[config.mk]
export PLATFORM = sky130hd
export DESIGN_NAME = weight_row_packer
export DESIGN_NICKNAME = d
export VERILOG_FILES = /design/src/rtl/weight_row_packer.sv
export SDC_FILE = /design/constraint.sdc
export NUM_CORES = 1
export LEC_CHECK = 0
export CORE_ASPECT_RATIO = 1.25
export CORE_MARGIN = 1
export CORE_UTILIZATION = 58
export DETAILED_ROUTE_END_ITERATION = 10
export PLACE_DENSITY_LB_ADDON = 0.3
export SYNTH_ARGS = -nofsm -noshare
export SYNTH_HDL_FRONTEND = slang
export SYNTH_SLANG_ARGS = --single-unit
[constraint.sdc]
create_clock -name clk_i -period 10.4 [get_ports clk_i]
set_input_delay 1.04 -clock clk_i [delete_from_list [all_inputs] [get_ports clk_i]]
set_output_delay 1.04 -clock clk_i [all_outputs]
set_load 0.005 [all_outputs]
[src/rtl/weight_row_packer.sv]
// Packs DIN_W-bit DMA words into ROW_W-bit rows and writes them round-robin across weight banks.
// Define WEIGHT_PACKER_PARTIAL_FLUSH_EN to write a zero-padded partial last row on dma_done.
module weight_row_packer #(
   parameter int unsigned DIN_W      = 32,
   parameter int unsigned ROW_W      = 128,
   parameter int unsigned BANK_NUM   = 9,
   parameter int unsigned ADDR_W     = 8,
   parameter int unsigned BITS_TRANS = 18
) (
   input  logic                  clk_i,
   input  logic                  rstn_i,
   input  logic                  start_i,
   input  logic [BITS_TRANS-1:0] num_words_i,
   input  logic [DIN_W-1:0]      dma_din_i,
   input  logic                  dma_din_vld_i,
   input  logic                  dma_done_i,
   output logic                  wr_en_o,
   output logic [3:0]            wr_bank_o,
   output logic [ADDR_W-1:0]     wr_addr_o,
   output logic [ROW_W-1:0]      wr_data_o,
   output logic                  busy_o,
   output logic                  done_o,
   output logic                  addr_ovf_o
);

   localparam int unsigned Lanes = ROW_W / DIN_W;
   localparam int unsigned LaneW = $clog2(Lanes);
   localparam logic [LaneW-1:0] LastLane = LaneW'(Lanes - 1);
   localparam logic [3:0] LastBank = 4'(BANK_NUM - 1);

   localparam logic [1:0] StIdle  = 2'd0;
   localparam logic [1:0] StFill  = 2'd1;
   localparam logic [1:0] StFlush = 2'd2;
   localparam logic [1:0] StDone  = 2'd3;

`ifdef WEIGHT_PACKER_PARTIAL_FLUSH_EN
   localparam bit FlushEn = 1'b1;
`else
   localparam bit FlushEn = 1'b0;
`endif

   logic [1:0]            state_q, state_d;
   logic [BITS_TRANS-1:0] num_words_q, num_words_d;
   logic [BITS_TRANS-1:0] word_cnt_q, word_cnt_d;
   logic [ROW_W-1:0]      row_buf_q, row_buf_d;
   logic [ROW_W-1:0]      wr_data_q, wr_data_d;
   logic                  wr_en_q, wr_en_d;
   logic [3:0]            bank_q, bank_d;
   logic [ADDR_W-1:0]     addr_q, addr_d;
   logic                  ovf_q, ovf_d;

   logic [LaneW-1:0]      lane;
   logic                  accept;

   assign lane   = word_cnt_q[LaneW-1:0];
   assign accept = (state_q == StFill) && dma_din_vld_i && (word_cnt_q < num_words_q);

   always_comb begin
      state_d     = state_q;
      num_words_d = num_words_q;
      word_cnt_d  = word_cnt_q;
      row_buf_d   = row_buf_q;
      wr_data_d   = wr_data_q;
      wr_en_d     = 1'b0;
      bank_d      = bank_q;
      addr_d      = addr_q;
      ovf_d       = ovf_q;

      // Target advances once the presented write has been consumed.
      if (wr_en_q) begin
         if (bank_q == LastBank) begin
            bank_d = '0;
            addr_d = addr_q + ADDR_W'(1);
            if (addr_q == '1) begin
               ovf_d = 1'b1;
            end
         end else begin
            bank_d = bank_q + 4'd1;
         end
      end

      unique case (state_q)
         StIdle: begin
            if (start_i) begin
               num_words_d = num_words_i;
               word_cnt_d  = '0;
               row_buf_d   = '0;
               bank_d      = '0;
               addr_d      = '0;
               ovf_d       = 1'b0;
               state_d     = (num_words_i == '0) ? StDone : StFill;
            end
         end
         StFill: begin
            if (accept) begin
               word_cnt_d = word_cnt_q + BITS_TRANS'(1);
               for (int k = 0; k < Lanes; k++) begin
                  if (lane == LaneW'(k)) begin
                     row_buf_d[k*DIN_W +: DIN_W] = dma_din_i;
                  end
               end
               if (lane == LastLane) begin
                  wr_en_d   = 1'b1;
                  wr_data_d = row_buf_d;
                  row_buf_d = '0;
               end
            end
            if (wr_en_q && (word_cnt_q == num_words_q)) begin
               state_d = StDone;
            end else if (dma_done_i && ((word_cnt_d[LaneW-1:0] != '0) ||
                                        (word_cnt_d < num_words_q))) begin
               state_d = StFlush;
            end
         end
         StFlush: begin
            // Unfilled lanes of row_buf_q are already zero.
            if (wr_en_q) begin
               state_d = StDone;
            end else if (FlushEn && (lane != '0)) begin
               wr_en_d   = 1'b1;
               wr_data_d = row_buf_q;
               row_buf_d = '0;
            end else begin
               state_d = StDone;
            end
         end
         StDone: begin
            state_d = StIdle;
         end
         default: begin
            state_d = StIdle;
         end
      endcase
   end

   always_ff @(posedge clk_i or negedge rstn_i) begin
      if (!rstn_i) begin
         state_q     <= StIdle;
         num_words_q <= '0;
         word_cnt_q  <= '0;
         row_buf_q   <= '0;
         wr_data_q   <= '0;
         wr_en_q     <= 1'b0;
         bank_q      <= '0;
         addr_q      <= '0;
         ovf_q       <= 1'b0;
      end else begin
         state_q     <= state_d;
         num_words_q <= num_words_d;
         word_cnt_q  <= word_cnt_d;
         row_buf_q   <= row_buf_d;
         wr_data_q   <= wr_data_d;
         wr_en_q     <= wr_en_d;
         bank_q      <= bank_d;
         addr_q      <= addr_d;
         ovf_q       <= ovf_d;
      end
   end

   assign wr_en_o    = wr_en_q;
   assign wr_bank_o  = bank_q;
   assign wr_addr_o  = addr_q;
   assign wr_data_o  = wr_data_q;
   assign busy_o     = (state_q != StIdle);
   assign done_o     = (state_q == StDone);
   assign addr_ovf_o = ovf_q;

endmodule

==> results of run 1 <==
## report_power, final
part,internal (W),switching [W],total (W)
clock network,0.000652,0.000416,0.00107
registers,0.00136,0.000180,0.00154
logic,0.000651,0.000709,0.00136
## cells in the mapped netlist, types with 3 or more instances
master / count
nor4_1: 5
a31oi_1: 7
and4_1: 5
buf_2: 34
a22o_1: 96
xor2_1: 11
o21ai_0: 39
nand4_1: 12
o21ai_1: 4
a21oi_1: 119
and3_1: 10
inv_1: 30
clkbuf_1: 37
a21o_1: 5
and2_1: 5
nor3_1: 3
nand3_1: 11
dfrtp_1: 276
nor2_1: 120
o31ai_1: 10
a211oi_1: 4
nand2_1: 145
xnor2_1: 14
mux2i_1: 100
nand2b_1: 3
ha_1: 45
## critical path: cells and delay by family, from the launching register on
family | cells | cell delay [ns]
simple gates | 4 | 1.41
mux | 1 | 0.15
fa+ha+maj | 2 | 0.61
xor+xnor | 1 | 0.19
flops | 1 | 0.44
compound gates | 8 | 1.62
buf+inv | 1 | 0.89
## stage by stage
stage / hold WS (ns) / worst slack (ns) / utilization [%] / area, µm²
after global routing: 0.499 / 4.37 / 74.3 / 15600
after detailed placement: 0.462 / 4.46 / 69.7 / 14600
after CTS: 0.480 / 4.94 / 74.3 / 15600
after floorplan: 0.463 / 6.30 / - / 12500
after global placement: 0.458 / 4.56 / 69.7 / 14600
final: 0.477 / 4.93 / 74.3 / 15600
## logic make-up (layout without fill, tap and decap cells)
group	Yosys count	after routing	synth area share, %
AOI/OAI and AO/OA	293	293	15.4
muxes	101	101	8.10
buffers and inverters	108	290	3.74
xor gates and xnor gates	25	25	1.75
adders and majority gates	45	45	4.50
DFF	276	276	55.2
and+or+nand+nor	330	330	11.3
## flip-flops by register name, indices dropped and copies added (netlist names)
register     count
row_buf_q       96
wr_bank_o        4
word_cnt_q      18
addr_ovf_o       1
wr_data_o      128
state_q          2
wr_addr_o        8
num_words_q     18
wr_en_o          1
## cells in the final DEF (no fill, tap or decap), types with 30 or more instances in the layout
cell type,netlist,routed
o21ai_0,39,39
mux2i_1,100,100
nor2_1,120,120
dfrtp_1,276,276
clkdlybuf4s50_1,0,197
nand2_1,145,145
inv_1,30,30
ha_1,45,42
a21oi_1,119,119
a22o_1,96,96
## per-layer routing
| metal | GRT usage, % | wire length (µm) | vias up |
|---|---|---|---|
| met5 | 0 | 13 | - |
| met4 | 11.9 | 1100 | 2 |
| met3 | 4.67 | 1840 | 75 |
| met2 | 49.4 | 15700 | 339 |
| met1 | 38.5 | 13200 | 4867 |
| li1 | - | - | 4467 |
## how the worst min path moves through the flow
stage,startpoint,end,depth (start not counted)
global route,wr_data_o[121],wr_data_o[121],2
floorplan,num_words_q[0],num_words_q[0],2
CTS,wr_data_o[121],wr_data_o[121],2
finish,wr_data_o[117],wr_data_o[117],2
global placement,wr_data_o[123],wr_data_o[123],2
detailed placement,wr_data_o[115],wr_data_o[115],2
## final cells by class
cell class                 instances  share of cell area (%)
timing repair buffer             211                    13.4
clock buffer                      33                    4.74
multi-input combinational        794                    33.1
clock inverter                    15                    1.51
tap                              274                    2.20
inverter                          31                   0.779
sequential                       276                    44.3
==> impl_metrics.tcl, run 1 <==
set metrics [dict create \
    num_io_pins 199 \
    min_period_over_period_pct 52.6 \
    antenna_found_initial 1 \
    final_hold_viol_count 0 \
    synth-async-reset-ratio_pct 100 \
    core_area_mm2 0.0210 \
    die_area_mm2 0.0221 \
    syn_inst 1178 \
    status "finished clean" \
    worstPathArrival_ns 5.88 \
    total_power_w 0.00396 \
    r2r_slack_ns 4.93 \
    ys.warnings.count 0 \
    via_per_inst 5.97 \
    criticalPathCategory "flip-flop to flip-flop" \
    crit_path_end "state_q[1]" \
    setup_tns_ns 0 \
    wl_per_cell_um 19.5 \
    crit_chain "ha_1, a21oi_1, o21ai_0, a2111o_1, a21o_1, or2_2, inv_6, nand3_1, xnor2_1, ha_1, o21ai_0, o21ai_0, nor4b_1, o31ai_1, o311ai_0, nand3_1, mux2i_1" \
    drc 0 \
    cts_tree "done" \
    cp-startpoint "word_cnt_q[5]" \
    slew_headroom_pct 28.0 \
    wl_um 31800 \
    setup.worst_path.start_class "flip-flop" \
    rsz0062_at_grt "false" \
    path_max_fanout 155 \
    synth_top_cell_by_area "dfrtp_1" \
    htree_levels 1 \
    ys_ff_latch 276 \
    pwr_density_cell_mw_per_mm2 254 \
    dp.final_hpwl_um 20200 \
    vdd.ir_drop.worst_mv 0.179 \
    cp_slowest_cell "inv_6" \
    drv_slew 0 \
    fin_nets 1440 \
    fin_skew_ns 0.0135 \
    rr_endpoint "state_q[1]" \
    initial_core_util_pct 59.6 \
    synth_area_leaders "dfrtp_1, mux2i_1, a22o_1, a21oi_1, ha_1" \
    dpl.cell_count 1586 \
    clk_latency_ns 0.53 \
    final.fill_count 1463 \
    worst_pin_slew_ns 1.08 \
    multiInputGateArea_mm2 0.00515 \
    ys_seq_area_share_pct 55.2 \
    drt_iter0_drc 665 \
    r2r_start "word_cnt_q[5]" \
    synth-main-ff-cell "dfrtp_1" \
    cts_setup_buffers 0 \
    clk_pin_slew_worst_paths_ns 0.07 \
    diodes 0 \
    fmax_mhz 183 \
    die_y_um 166 \
    postSynthAreaPerCell_um2 10.6 \
    via_count 9750 \
    min_period_ns 5.47 \
    grtUsageTotal_pct 29.5 \
    cpMostUsedCell "o21ai_0" \
    max-cap-violations 0 \
    routabilityCongestion 0.906 \
    syn_nets 1278 \
    detail-route-antenna-nets 0 \
    overflow 0 \
    cts_resized 0 \
    leakagePower_nw 7.32 \
    port_buffers 198 \
    synth_area_mm2 0.0125 \
    syn_to_final_growth_pct 24.6 \
    firstDrtPassIters 5 \
    std_cell_rows 59 \
    ff2ff_path_depth 17 \
    first_global_vias 10059 \
    holdBufCountCts 0 \
    crit_required_ns 10.82 \
    min_path_type "flip-flop to flip-flop" \
    yosysTopAreaCellShare_pct 55.2 \
    slowest_delay_ns 0.89 \
    grt_pass1_wl_um 52300 \
    clockBufferDepth 3 \
    critPathCaptureType "flip-flop" \
    setup_viol 0 \
    grt_max_degree 156 \
    cts_sinks 276 \
    ys_types 47 \
    die_w_um 133 \
    instances_no_fill 1634 \
    drive_above_1_share_pct 5.22 \
    cts-root-buf "clkbuf_16" \
    final-seq-area_mm2 0.00691 \
    cts_made_buffers 26 \
    synth_edf_count 0 \
]
No activity file was read; power rests on OpenSTA's default activity.
==> run 2, diff against run 1 <==
- CORE_UTILIZATION: 58 -> 48
- clock period: 10.4 -> 5 ns (I/O delays scaled with it)
==> run 2 against run 1 <==
Effect of this change:
- first-iteration DRC count shrank 15%
- non-clock buffer count grew 1
- register-to-register slack lost 4.4 ns
- largest cell class unchanged
- largest power group unchanged
==> impl_metrics.tcl, run 2 (synthesized netlist as in run 1, its figures left out) <==
set metrics [dict create \
    status "finished clean" \
    grt_pass1_wl_um 52000 \
    clock_power_share_pct 27.8 \
    grt_max_degree 109 \
    worstPathArrival_ns 4.87 \
    cts-root-buf "clkbuf_16" \
    dpl.cell_count 1648 \
    min_path_type "input port to async pin" \
    slowest_delay_ns 0.48 \
    pwr_density_cell_mw_per_mm2 527 \
    die_y_um 182 \
    initial_core_util_pct 49.3 \
    routabilityCongestion 0.896 \
    vdd.ir_drop.worst_mv 0.292 \
    cp_slowest_cell "a2111o_1" \
    htree_levels 1 \
    drc 0 \
    slew_headroom_pct 25.7 \
    switching_power_w 0.00271 \
    fmax_mhz 224 \
    combPwrFrac_pct 34.0 \
    cts_setup_buffers 0 \
    holdBufCountCts 0 \
    dpl_cell_area_mm2 0.0147 \
    port_buffers 198 \
    die_w_um 146 \
    routed.top_layer "met4" \
    drt_iter0_drc 568 \
    rsz0062_at_grt "false" \
    switching_share_pct 32.6 \
    largest_register_ffs 128 \
    via_count 9520 \
    grtUsageTotal_pct 24.4 \
    r2r_slack_ns 0.54 \
    wl_um 32100 \
    final_cell_mix "dfrtp_1, clkdlybuf4s50_1, nand2_1, nor2_1, a21oi_1" \
    clk_pin_slew_worst_paths_ns 0.06 \
    drive_above_1_share_pct 5.49 \
    crit_chain "ha_1, a21oi_1, o21ai_0, a2111o_1, a21o_1, or2_2, inv_6, nand3_1, xnor2_1, ha_1, o21ai_0, o21ai_0, nor4b_1, o31ai_1, o311ai_0, nand3_1, mux2i_1" \
    final_hold_viol_count 0 \
    setup_viol 0 \
    syn_to_final_growth_pct 26.1 \
    cts_made_buffers 28 \
    wl_per_cell_um 18.9 \
    fin_nets 1443 \
    dp.final_hpwl_um 21000 \
    detail-route-antenna-nets 0 \
    clockBufferDepth 3 \
    p_int_w 0.00560 \
    min_period_ns 4.46 \
    instances_no_fill 1700 \
    crit_required_ns 5.41 \
    cts_tree "done" \
    num_io_pins 199 \
    p_seq_share_pct 38.1 \
    overflow 0 \
    std_cell_rows 65 \
    via_per_inst 5.60 \
    criticalPathCategory "flip-flop to flip-flop" \
    path_max_fanout 50 \
    leakagePower_nw 7.35 \
    worst_pin_slew_ns 1.12 \
    critPathCaptureType "flip-flop" \
    max-cap-violations 0 \
    first_global_vias 9719 \
    setup.worst_path.start_class "flip-flop" \
    wl_met2_um 15500 \
    clk_latency_ns 0.54 \
    core_area_mm2 0.0254 \
    die_area_mm2 0.0267 \
    cts_sinks 276 \
    cpMostUsedCell "o21ai_0" \
    min_period_over_period_pct 89.1 \
    fin_area_mm2 0.0158 \
    drt-met1-wl_um 13900 \
    drv_slew 0 \
    cts_resized 0 \
    antenna_found_initial 0 \
    layout_commonest_cell "dfrtp_1" \
    wl_met3_um 1890 \
    firstDrtPassIters 7 \
    fin_skew_ns 0.00610 \
    setup_tns_ns 0 \
    diodes 0 \
]
==> run 2: cell count changes in the layout (fill, tap and decap cells not counted), sizes merged <==
cell      delta
clkinv       -4
bufinv       -1
inv          +1
buf          +1
clkbuf       +6
clkinvlp     +2
==> run 2: power by group through the flow <==
stage / sequential [W] / combinational (W) / clock [W]
final: 0.00317 / 0.00283 / 0.00231
after CTS: 0.00317 / 0.00285 / 0.00236
after global routing: 0.00323 / 0.00310 / 0.00244
after detailed placement: 0.00319 / 0.00284 / 0
after global placement: 0.00318 / 0.00278 / 0
after floorplan: 0.00315 / 0.00144 / 0
==> run 2: stage by stage <==
stage          worst slack, ns  utilization (%)  total power (W)  hold slack (ns)
2_1_floorplan             1.02                -          0.00459            0.204
3_3_place_gp             0.639             58.0          0.00596            0.462
3_5_place_dp             0.527             58.0          0.00603            0.462
4_1_cts                  0.512             62.1          0.00838           0.0218
5_1_grt                 0.0823             62.1          0.00877           0.0629
6_report                 0.543             62.1          0.00830          0.00988
==> run 2: critical path: cells and delay by family, from the launching register on <==
kind | cells | cell delay [ns]
and+or+nand+nor | 4 | 1.03
DFF | 1 | 0.45
muxes | 1 | 0.16
adders and majority gates | 2 | 0.60
buffers and inverters | 1 | 0.30
AOI/OAI and AO/OA | 8 | 1.63
xor gates and xnor gates | 1 | 0.17
==> run 2: per-layer routing <==
layer  vias up  track usage, %
met2       255            41.1
met1      4739            31.8
met4         0            6.88
met5         -               0
met3        56            5.00
li1       4470               -
==> run 2: final cells by class <==
| class | instances | area (µm²) |
|---|---|---|
| repair buffers | 212 | 2100 |
| flip-flops and latches | 276 | 6910 |
| clock buffers | 39 | 833 |
| well taps | 335 | 419 |
| clock inverters | 13 | 205 |
| inverters | 31 | 121 |
| multi-input cells | 794 | 5170 |
| fillers | 2125 | 9620 |
==> run 2: final timing paths <==
kind	from	to	cells past startpoint
min reg2reg	wr_data_o[105]	wr_data_o[105]	2
max in group asynchronous	rstn_i	wr_data_o[9]	2
min in group clk_i	wr_data_o[105]	wr_data_o[105]	2
min	rstn_i	wr_addr_o[1]	1
max reg2reg	word_cnt_q[3]	state_q[1]	17
max	word_cnt_q[3]	state_q[1]	17
